[src/rtl/err_eval_pkg.sv]
// Shared types and width helpers for the error-metric accumulator.
package err_eval_pkg;

  typedef enum logic [1:0] {
    IDLE,
    RUN,
    FLUSH,
    DONE
  } state_e;

  function automatic int max_w(int a, int b);
    return (a > b) ? a : b;
  endfunction

  function automatic int sum_w(int w, int n);
    return w + n;
  endfunction

  function automatic int sq_w(int w, int n);
    return 2 * w + n;
  endfunction

  localparam int N_IN_D     = 4;
  localparam int EXACT_W_D  = 3;
  localparam int APPROX_W_D = 2;
  localparam int W_D        = max_w(EXACT_W_D, APPROX_W_D);
  localparam int CNT_W_D    = N_IN_D + 1;
  localparam int SUM_W_D    = sum_w(W_D, N_IN_D);
  localparam int SQ_W_D     = sq_w(W_D, N_IN_D);

endpackage

[src/rtl/err_metric_acc_if.sv]
// Input pair handshake between a sweep source and the accumulator.
interface err_metric_acc_if #(
  parameter int EXACT_W  = 3,
  parameter int APPROX_W = 2
);
  logic                in_valid;
  logic                in_ready;
  logic                in_last;
  logic [EXACT_W-1:0]  exact;
  logic [APPROX_W-1:0] approx;

  modport master (
    output in_valid, in_last, exact, approx,
    input  in_ready
  );

  modport slave (
    input  in_valid, in_last, exact, approx,
    output in_ready
  );
endinterface

[src/rtl/abs_err_calc.sv]
// Combinational |zext(exact) - zext(approx)| in W bits.
module abs_err_calc
  import err_eval_pkg::*;
#(
  parameter  int EXACT_W  = EXACT_W_D,
  parameter  int APPROX_W = APPROX_W_D,
  localparam int W        = max_w(EXACT_W, APPROX_W)
) (
  input  logic [EXACT_W-1:0]  exact_i,
  input  logic [APPROX_W-1:0] approx_i,
  output logic [W-1:0]        err_o
);

  logic [W:0] ex;
  logic [W:0] ap;
  logic [W:0] pos;
  logic [W:0] neg;

  always_comb begin
    ex    = (W+1)'(exact_i);
    ap    = (W+1)'(approx_i);
    pos   = ex - ap;
    neg   = ap - ex;
    err_o = pos[W] ? neg[W-1:0] : pos[W-1:0];
  end

endmodule

[src/rtl/err_metric_acc.sv]
// Sweep error-metric accumulator: count, max, sum of |exact-approx|.
// Define ERR_MSE_EN to add the sq_sum (sum of e*e) output.
module err_metric_acc
  import err_eval_pkg::*;
#(
  parameter  int N_IN     = N_IN_D,
  parameter  int EXACT_W  = EXACT_W_D,
  parameter  int APPROX_W = APPROX_W_D,
  localparam int W        = max_w(EXACT_W, APPROX_W),
  localparam int CNT_W    = N_IN + 1,
  localparam int SUM_W    = sum_w(W, N_IN),
  localparam int SQ_W     = sq_w(W, N_IN)
) (
  input  logic             clk,
  input  logic             rst_n,
  input  logic             start,
  err_metric_acc_if.slave  in_if,
  output logic             done,
  output logic [CNT_W-1:0] vec_cnt,
  output logic [CNT_W-1:0] err_cnt,
  output logic [W-1:0]     max_err,
  output logic [SUM_W-1:0] sum_err,
  output logic             ovf
`ifdef ERR_MSE_EN
  ,
  output logic [SQ_W-1:0]  sq_sum
`endif
);

  state_e state_q, state_d;

  logic             xfer;
  logic             full;
  logic             accept;
  logic             start_go;
  logic [W-1:0]     e_calc;

  logic [CNT_W-1:0] acc_cnt_q;
  logic             s1_vld_q;
  logic [W-1:0]     s1_e_q;
  logic             s1_nz_q;

  logic [CNT_W-1:0] vec_q;
  logic [CNT_W-1:0] err_q;
  logic [W-1:0]     max_q;
  logic [SUM_W-1:0] sum_q;
  logic             ovf_q;

  assign in_if.in_ready = (state_q == RUN);
  assign xfer     = in_if.in_valid & in_if.in_ready;
  assign full     = (acc_cnt_q == CNT_W'(2 ** N_IN));
  assign accept   = xfer & ~full;
  assign start_go = start & ((state_q == IDLE) | (state_q == DONE));

  abs_err_calc #(
    .EXACT_W  (EXACT_W),
    .APPROX_W (APPROX_W)
  ) u_abs (
    .exact_i  (in_if.exact),
    .approx_i (in_if.approx),
    .err_o    (e_calc)
  );

  always_ff @(posedge clk or negedge rst_n) begin
    if (!rst_n) state_q <= IDLE;
    else        state_q <= state_d;
  end

  always_comb begin
    state_d = state_q;
    unique case (state_q)
      IDLE:  if (start) state_d = RUN;
      RUN:   if (xfer & (full | in_if.in_last)) state_d = FLUSH;
      FLUSH: if (!s1_vld_q) state_d = DONE;
      DONE:  if (start) state_d = RUN;
      default: state_d = IDLE;
    endcase
  end

  // Acceptance count runs ahead of vec_cnt so the overflow drop is decided at transfer time.
  always_ff @(posedge clk or negedge rst_n) begin
    if (!rst_n) begin
      acc_cnt_q <= '0;
      s1_vld_q  <= 1'b0;
      s1_e_q    <= '0;
      s1_nz_q   <= 1'b0;
    end else if (start_go) begin
      acc_cnt_q <= '0;
      s1_vld_q  <= 1'b0;
    end else begin
      s1_vld_q <= accept;
      if (accept) begin
        acc_cnt_q <= acc_cnt_q + CNT_W'(1);
        s1_e_q    <= e_calc;
        s1_nz_q   <= |e_calc;
      end
    end
  end

  always_ff @(posedge clk or negedge rst_n) begin
    if (!rst_n) begin
      vec_q <= '0;
      err_q <= '0;
      max_q <= '0;
      sum_q <= '0;
      ovf_q <= 1'b0;
    end else if (start_go) begin
      vec_q <= '0;
      err_q <= '0;
      max_q <= '0;
      sum_q <= '0;
      ovf_q <= 1'b0;
    end else begin
      if (xfer & full) ovf_q <= 1'b1;
      if (s1_vld_q) begin
        vec_q <= vec_q + CNT_W'(1);
        err_q <= err_q + CNT_W'(s1_nz_q);
        sum_q <= sum_q + SUM_W'(s1_e_q);
        if (s1_e_q > max_q) max_q <= s1_e_q;
      end
    end
  end

`ifdef ERR_MSE_EN
  logic [SQ_W-1:0] sq_q;

  always_ff @(posedge clk or negedge rst_n) begin
    if (!rst_n)        sq_q <= '0;
    else if (start_go) sq_q <= '0;
    else if (s1_vld_q) sq_q <= sq_q + SQ_W'(s1_e_q) * SQ_W'(s1_e_q);
  end

  assign sq_sum = sq_q;
`endif

  assign done    = (state_q == DONE);
  assign vec_cnt = vec_q;
  assign err_cnt = err_q;
  assign max_err = max_q;
  assign sum_err = sum_q;
  assign ovf     = ovf_q;

endmodule

[src/flat_wrapper.sv]
// flat-port wrapper written by rule: the top's interface ports become plain ports
module err_metric_acc_flat import err_eval_pkg::*;
#(
  parameter  int N_IN     = N_IN_D,
  parameter  int EXACT_W  = EXACT_W_D,
  parameter  int APPROX_W = APPROX_W_D,
  localparam int W        = max_w(EXACT_W, APPROX_W),
  localparam int CNT_W    = N_IN + 1,
  localparam int SUM_W    = sum_w(W, N_IN),
  localparam int SQ_W     = sq_w(W, N_IN)
)
  (clk, rst_n, start, done, vec_cnt, err_cnt, max_err, sum_err, ovf, in_if_in_valid, in_if_in_last, in_if_exact, in_if_approx, in_if_in_ready);
  err_metric_acc_if #(.EXACT_W(EXACT_W), .APPROX_W(APPROX_W)) in_if_i ();
  input  logic clk;
  input  logic rst_n;
  input  logic start;
  output logic done;
  output logic [CNT_W-1:0] vec_cnt;
  output logic [CNT_W-1:0] err_cnt;
  output logic [W-1:0] max_err;
  output logic [SUM_W-1:0] sum_err;
  output logic ovf;
  input wire logic [$bits(in_if_i.in_valid)-1:0] in_if_in_valid;
  input wire logic [$bits(in_if_i.in_last)-1:0] in_if_in_last;
  input wire logic [$bits(in_if_i.exact)-1:0] in_if_exact;
  input wire logic [$bits(in_if_i.approx)-1:0] in_if_approx;
  output wire logic [$bits(in_if_i.in_ready)-1:0] in_if_in_ready;
  assign in_if_i.in_valid = in_if_in_valid;
  assign in_if_i.in_last = in_if_in_last;
  assign in_if_i.exact = in_if_exact;
  assign in_if_i.approx = in_if_approx;
  assign in_if_in_ready = in_if_i.in_ready;
  err_metric_acc #(.N_IN(N_IN), .EXACT_W(EXACT_W), .APPROX_W(APPROX_W)) u_core (.clk(clk), .rst_n(rst_n), .start(start), .in_if(in_if_i), .done(done), .vec_cnt(vec_cnt), .err_cnt(err_cnt), .max_err(max_err), .sum_err(sum_err), .ovf(ovf));
endmodule
[config.mk]
export PLATFORM = sky130hd
export DESIGN_NAME = err_metric_acc_flat
export DESIGN_NICKNAME = d
export VERILOG_FILES = /design/src/rtl/err_eval_pkg.sv /design/src/rtl/err_metric_acc_if.sv /design/src/rtl/abs_err_calc.sv /design/src/rtl/err_metric_acc.sv /design/src/flat_wrapper.sv
export SDC_FILE = /design/constraint.sdc
export NUM_CORES = 1
export LEC_CHECK = 0
export CORE_MARGIN = 1.5
export CORE_UTILIZATION = 45
export CTS_CLUSTER_DIAMETER = 120
export DETAILED_ROUTE_END_ITERATION = 8
export HOLD_SLACK_MARGIN = 0.02
export PLACE_DENSITY = 0.74
export SLEW_MARGIN = 20
export SYNTH_ARGS = -nofsm -noshare
export SYNTH_HDL_FRONTEND = slang
export SYNTH_SLANG_ARGS = --single-unit
[constraint.sdc]
create_clock -name clk -period 5 [get_ports clk]
set_input_delay 1 -clock clk [delete_from_list [all_inputs] [get_ports clk]]
set_output_delay 1 -clock clk [all_outputs]
set_load 0.01 [all_outputs]
==> out/qor.csv <==
stage,metric,value,unit
status,status,"finished, final reports clean",
die,DIE WIDTH,67.28,µm
flow_run,Max Cap Viol,0,
routing,DRT antenna net count,0,
power_and_ir_drop,Tot Pwr,1.095,mW
yosys,Post-Syn Area per Cell,10.45,µm²
placed_design,gpl congestion,0.7821,
setup_path,critical path data arrival time,2.85,ns
sta,Worst-Margin Slew,0.9095,ns
clocking,Setup Buffers After CTS,0,
placed_design,dpl ws,2.022,ns
routing,Vias/cell,4.996,
power_and_ir_drop,Max VDD drop,0.2478,mV
worst_hold_path,Hold WC Path Type,reg -> reg,
routing,drt total wl,3339,µm
die,Initial Util,0.4648,
global_route,number of global-route vias before repair,1314,
finish,fin cells,265,
setup_path,CP max FO,2,
setup_path,reg2reg path depth,6,
die,Die Area,4527,µm²
yosys,register area share after synthesis,0.4441,
setup_path,Startpoint Class,primary input,
global_route,initial antenna violation count,0,
die,core area,4000,µm²
setup_path,critical-path cell list,"clkdlybuf4s50_1, inv_1, ha_1, fa_1, nor3b_1, o31a_1, o32a_1",
global_route,remaining global-route overflow,0,
routing,drt first-iter violations,54,
yosys,"EDFF count, synth",0,
setup_path,worst reg2reg setup slack,2.81,ns
yosys,syn nets,208,
finish,layout cells sized above 1,0.06977,
routing,DRC Markers,0,
finish,Area growth syn-to-layout,25.57,%
global_route,gr usage total,0.1805,
global_route,first-pass GRT wire length,5961,µm
clocking,clk slew on worst S/H paths,0.06,ns
sta,final hold viol count,0,
sta,Clock Skews,0.002327,ns
clocking,Root Buffer Master,clkbuf_8,
clocking,CTS sink count,33,
placed_design,port bufs,32,
global_route,largest net degree at the start of global routing,34,
clocking,cts bufs inserted,5,
clocking,cts repair resizes,0,
setup_path,crit path buf inv count,2,
yosys,yosys warns,0,
setup_path,R2R Path End,u_core.s1_nz_q,
sta,max-slew violations,0,
die,# rows,23,
setup_path,CP peak stage delay,0.48,ns
power_and_ir_drop,PD cells,468.9,nW/µm²
yosys,ys async rst share,1.000,
sta,Slew headroom,0.3937,
setup_path,Worst path top cell family by delay,compound AO/OA/AOI/OAI gates,
finish,final instance area,2335,µm²
clocking,CTS H-Tree Depth,2,
clocking,Bufs on Longest Clock Path,2,
routing,DR WL/cell,12.60,µm
clocking,clock latency on the worst-skew pair,0.28,ns
yosys,Post-Synthesis Cell Area,1859,µm²
yosys,"Top FF cell, synth",dfrtp_1,
yosys,synthesis-stage register bit count,33,
routing,1st-pass router iterations,4,
clocking,CTS tree,built,
power_and_ir_drop,Pleak,1.068,nW
sta,final setup fails,0,
placed_design,dpl cells,257,
setup_path,slowest CP cell,clkdlybuf4s50_1,
yosys,Cell variety after synth,34,
sta,final cycle utilization of the critical path,0.5371,
finish,Layout fillers,355,
setup_path,Critical Path Start,in_if_approx[0],
setup_path,R2R Path Start,u_core.state_q[0],
clocking,Post-CTS Hold Buffers,0,
placed_design,area post-placement,2233,µm²
yosys,Gate Count Post-Synth,178,
setup_path,crit path to,u_core.s1_nz_q,
finish,NumNets Final,244,
setup_path,critical path depth,7,
sta,RSZ-0062 raised after global routing,false,
sta,Period minus WS final,2.685,ns
finish,n_diodes,0,
setup_path,CP required,5.17,ns
placed_design,post-DP HPWL,2434,µm
sta,top achievable clock speed,372.4,MHz
setup_path,endpoint class of the critical path,register,
routing,via count,1324,
die,die height,67.28,µm
sta,setup_tns,0,ns
die,io pins,33,
setup_path,Worst Setup Path Type,in -> reg,
sta,setup ws final,2.315,ns
[cells by family after synthesis]
kind of cell,count (synthesis),share of synthesized area
and+or+nand+nor,58,0.1629
xor gates and xnor gates,12,0.05653
DFF,33,0.4441
AOI/OAI and AO/OA,21,0.07201
buffers and inverters,20,0.04105
muxes,14,0.07672
adders and majority gates,20,0.1467
[worst register-to-register path: stages, from the launching register on]
cell	delay, ns
dfrtp_1	0.38
inv_1	0.07
ha_1	0.32
and2_1	0.47
nor3_4	0.45
nand2_1	0.10
o32a_1	0.29
[cell usage after synthesis (2+ instances only)]
| master | n | area (µm²) |
|---|---|---|
| mux2_2 | 2 | 22.52 |
| dfrtp_1 | 33 | 825.8 |
| nor3b_1 | 2 | 15.01 |
| mux2i_1 | 12 | 120.1 |
| o21ai_0 | 4 | 20.02 |
| clkbuf_1 | 3 | 11.26 |
| xor2_1 | 9 | 78.83 |
| nor2_1 | 18 | 67.56 |
| o21a_1 | 3 | 22.52 |
| nand2_1 | 15 | 56.30 |
| or3_1 | 3 | 18.77 |
| xnor2_1 | 3 | 26.28 |
| a21oi_1 | 7 | 35.03 |
| nor3_1 | 2 | 10.01 |
| nand4_1 | 4 | 25.02 |
| fa_1 | 3 | 60.06 |
| nor2b_1 | 4 | 25.02 |
| nand3_1 | 2 | 10.01 |
| and2_1 | 3 | 18.77 |
| inv_1 | 16 | 60.06 |
| ha_1 | 17 | 212.7 |
[how the worst min path moves through the flow]
stage                              start             end  slack [ns]  cells past startpoint
after floorplan           u_core.s1_nz_q  u_core.s1_nz_q        0.47                      1
after global placement    u_core.s1_nz_q  u_core.s1_nz_q        0.50                      1
after detailed placement  u_core.s1_nz_q  u_core.s1_nz_q        0.51                      1
after CTS                     u_core.ovf      u_core.ovf        0.52                      2
after global routing          u_core.ovf      u_core.ovf        0.55                      2
final                     u_core.s1_nz_q  u_core.s1_nz_q        0.51                      1
[power breakdown]
group	internal [mW]	switching, mW	total, mW	leakage, nW
registers	0.337	0.0762	0.413	0.437
clock network	0.124	0.0956	0.220	0.0542
logic	0.234	0.229	0.462	0.577
total	0.694	0.400	1.09	1.07
[layout by cell type, fill, tap and decap left out, types with 4 or more instances in the layout]
cell type / synthesis / layout
a21oi_1: 7 / 7
ha_1: 17 / 17
clkdlybuf4s50_1: 0 / 32
dfrtp_1: 33 / 33
nor2_1: 18 / 18
clkbuf_8: 0 / 7
xor2_1: 9 / 9
nor2b_1: 4 / 4
nand4_1: 4 / 4
inv_1: 16 / 16
nand2_1: 15 / 15
o21ai_0: 4 / 4
mux2i_1: 12 / 12
[final cells by class]
| class | instances | area [µm²] | share of cell area |
|---|---|---|---|
| Inverter | 16 | 60.06 | 0.02572 |
| Sequential cell | 33 | 825.8 | 0.3537 |
| Timing Repair Buffer | 33 | 327.8 | 0.1404 |
| Tap cell | 50 | 62.56 | 0.02680 |
| Multi-Input combinational cell | 125 | 957.2 | 0.4100 |
| Clock inverter | 1 | 5.005 | 0.002144 |
| Clock buffer | 7 | 96.34 | 0.04126 |
[flip-flops by register name (all words and copies together) (netlist names)]
signal,cells
u_core.vec_cnt,5
u_core.s1_nz_q,1
u_core.acc_cnt_q,5
u_core.s1_vld_q,1
u_core.ovf,1
u_core.max_err,3
u_core.err_cnt,5
u_core.state_q,2
u_core.sum_err,7
u_core.s1_e_q,3
[metal layers]
metal,wire (µm),vias up,GRT usage
met5,0,-,0
met4,80,0,0.09184
met3,148,7,0.04333
met2,1477,25,0.2772
met1,1633,623,0.2377
li1,-,669,-
[per-stage QoR]
stage / utilization / hold WS, ns
detailed placement: 0.5583 / 0.5062
CTS: 0.5837 / 0.5180
floorplan: - / 0.4744
finish: 0.5837 / 0.5134
global placement: 0.5583 / 0.5005
global route: 0.5837 / 0.5479
Note: power is estimated with default switching activity, not from simulation.
==> edit: new RTL, same settings <==
One comparison of `acc_cnt_q` changes from == to >=.
--- a/src/rtl/err_metric_acc.sv
+++ b/src/rtl/err_metric_acc.sv
@@ -50,3 +50,3 @@
   assign xfer     = in_if.in_valid & in_if.in_ready;
-  assign full     = (acc_cnt_q == CNT_W'(2 ** N_IN));
+  assign full     = (acc_cnt_q >= CNT_W'(2 ** N_IN));
   assign accept   = xfer & ~full;
Function: no difference found for any inputs over 10 cycles, from zero or initial values and one cycle with rst_n low; that may be too few to reach the edited logic, so the function may still have changed.
==> edit against the original RTL <==
- clock skew increased by 0.00085 ns
- sequential cell count unchanged
- via count increased by 2.6%
- setup slack got worse by 0.034 ns
- sequential share of layout area increased by 1.5 points
- first-iteration DRC count decreased by 19%
- total power decreased by 4.1%
- final area decreased by 4.2%
- wire length increased by 4.3%
- register-to-register slack improved by 0.44 ns
- combinational power decreased by 4%
- global-route usage about the same
- area after synthesis decreased by 2.4%
==> edit: results (changes against the original RTL) <==
Parameter                              Value

Worst hold path
  Hold endpoint ... u_core.ovf (was u_core.s1_nz_q)
  Critical hold path startpoint ... u_core.ovf (was u_core.s1_nz_q)
  Number of cells on the worst hold path ... 2 (was 1)

Detailed routing
  Metal3 WL ... 135 um (was 148 um)
  Average wire per cell in the routed design ... 13.8 um (was 12.6 um)

Synthesis
  Portion of the post-synthesis area used by sequential elements ... 45.5% (was 44.4%)
  Leading cell types by count after synthesis ... 33 x sky130_fd_sc_hd__dfrtp_1, 21 x sky130_fd_sc_hd__nor2_1, 16 x sky130_fd_sc_hd__ha_1 (was 33 x sky130_fd_sc_hd__dfrtp_1, 18 x sky130_fd_sc_hd__nor2_1, 17 x sky130_fd_sc_hd__ha_1)
  Syn Area/Cell ... 10.7 um^2 (was 10.4 um^2)
  Top post-synthesis cells by area ... sky130_fd_sc_hd__dfrtp_1 46%, sky130_fd_sc_hd__ha_1 11%, sky130_fd_sc_hd__mux2i_1 6.6%, sky130_fd_sc_hd__nor2_1 4.3%, sky130_fd_sc_hd__xor2_1 3.9% (was sky130_fd_sc_hd__dfrtp_1 44%, sky130_fd_sc_hd__ha_1 11%, sky130_fd_sc_hd__mux2i_1 6.5%, sky130_fd_sc_hd__xor2_1 4.2%, sky130_fd_sc_hd__nor2_1 3.6%)
  Cell count after synthesis ... 170 (was 178)
  Number of nets in the synthesized netlist ... 199 (was 208)

Worst setup path
  Crit Reg-Reg Endpoint ... u_core.sum_err[6] (was u_core.s1_nz_q)
  Setup slack of the most critical reg-to-reg path ... 3.25 ns (was 2.81 ns)
  Data arrival time of the critical path ... 2.88 ns (was 2.85 ns)

STA
  Setup clock skew after layout ... 0.00318 ns (was 0.00233 ns)
  Relative slew margins ... 46.3% (was 39.4%)
  Post-route worst hold slack ... 0.533 ns (was 0.513 ns)

Placement
  Gpl congestion ... 0.760 (was 0.782)
  Hpwl dp ... 2.66 mm (was 2.43 mm)

Pwr
  Max IR drop VDD ... 240 uV (was 248 uV)
  Leak Pwr ... 1.03 nW (was 1.07 nW)

Layout
  Final cell count without fillers ... 252 (was 265)
  Share of the final layout cell area in multi-input gates ... 40.2% (was 41.0%)
  Flip-flop and latch count ... 33 (unchanged)
  Final-stage net count ... 232 (was 244)
  Number of clock buffer instances in the layout ... 6 (was 7)
  Layout cell share with drive strength beyond 1 ... 5.88% (was 6.98%)
  Layout non-clock buf frac ... 14.7% (was 14.0%)
  Multi-input logic cell count ... 119 (was 125)

Global routing
  Global-route wire length before repair ... 5.98 mm (was 5.96 mm)
  Vias in the first global route ... 1412 (was 1314)
  Met2 Use GR ... 34.8% (was 27.7%)
  Met1 layer usage reported by global route ... 18.8% (was 23.8%)
  Global routing usage on met3 ... 3.89% (was 4.33%)

Outcome
  Run status ... finished, final reports clean (unchanged)
edit: changes by cell type in the layout (fill, tap and decap cells not counted), sizes merged, moves of 2 or more:
cell / change
nor2: +3
nand3: -2
nor2b: -2
a31oi: +2
inv: -5
edit: through the flow:
step / setup slack, ns / total power [mW]
after detailed placement: 1.99 / 0.873
final: 2.28 / 1.05
after floorplan: 2.58 / 0.718
after global routing: 2.22 / 1.14
after CTS: 2.28 / 1.07
after global placement: 2.05 / 0.833
edit: kinds of logic after synthesis:
group,Yosys count,share of synthesized area [%]
simple gates,53,13.7
fa+ha+maj,19,14.3
xor+xnor,12,5.79
mux,14,8.28
flops,33,45.5
compound gates,21,7.45
buf+inv,18,4.90
edit: where the power goes:
part	switching (mW)	leakage (nW)	total, mW	internal (mW)
sequential	0.0846	0.436	0.417	0.333
clock	0.0918	0.0450	0.188	0.0963
combinational	0.220	0.552	0.445	0.225
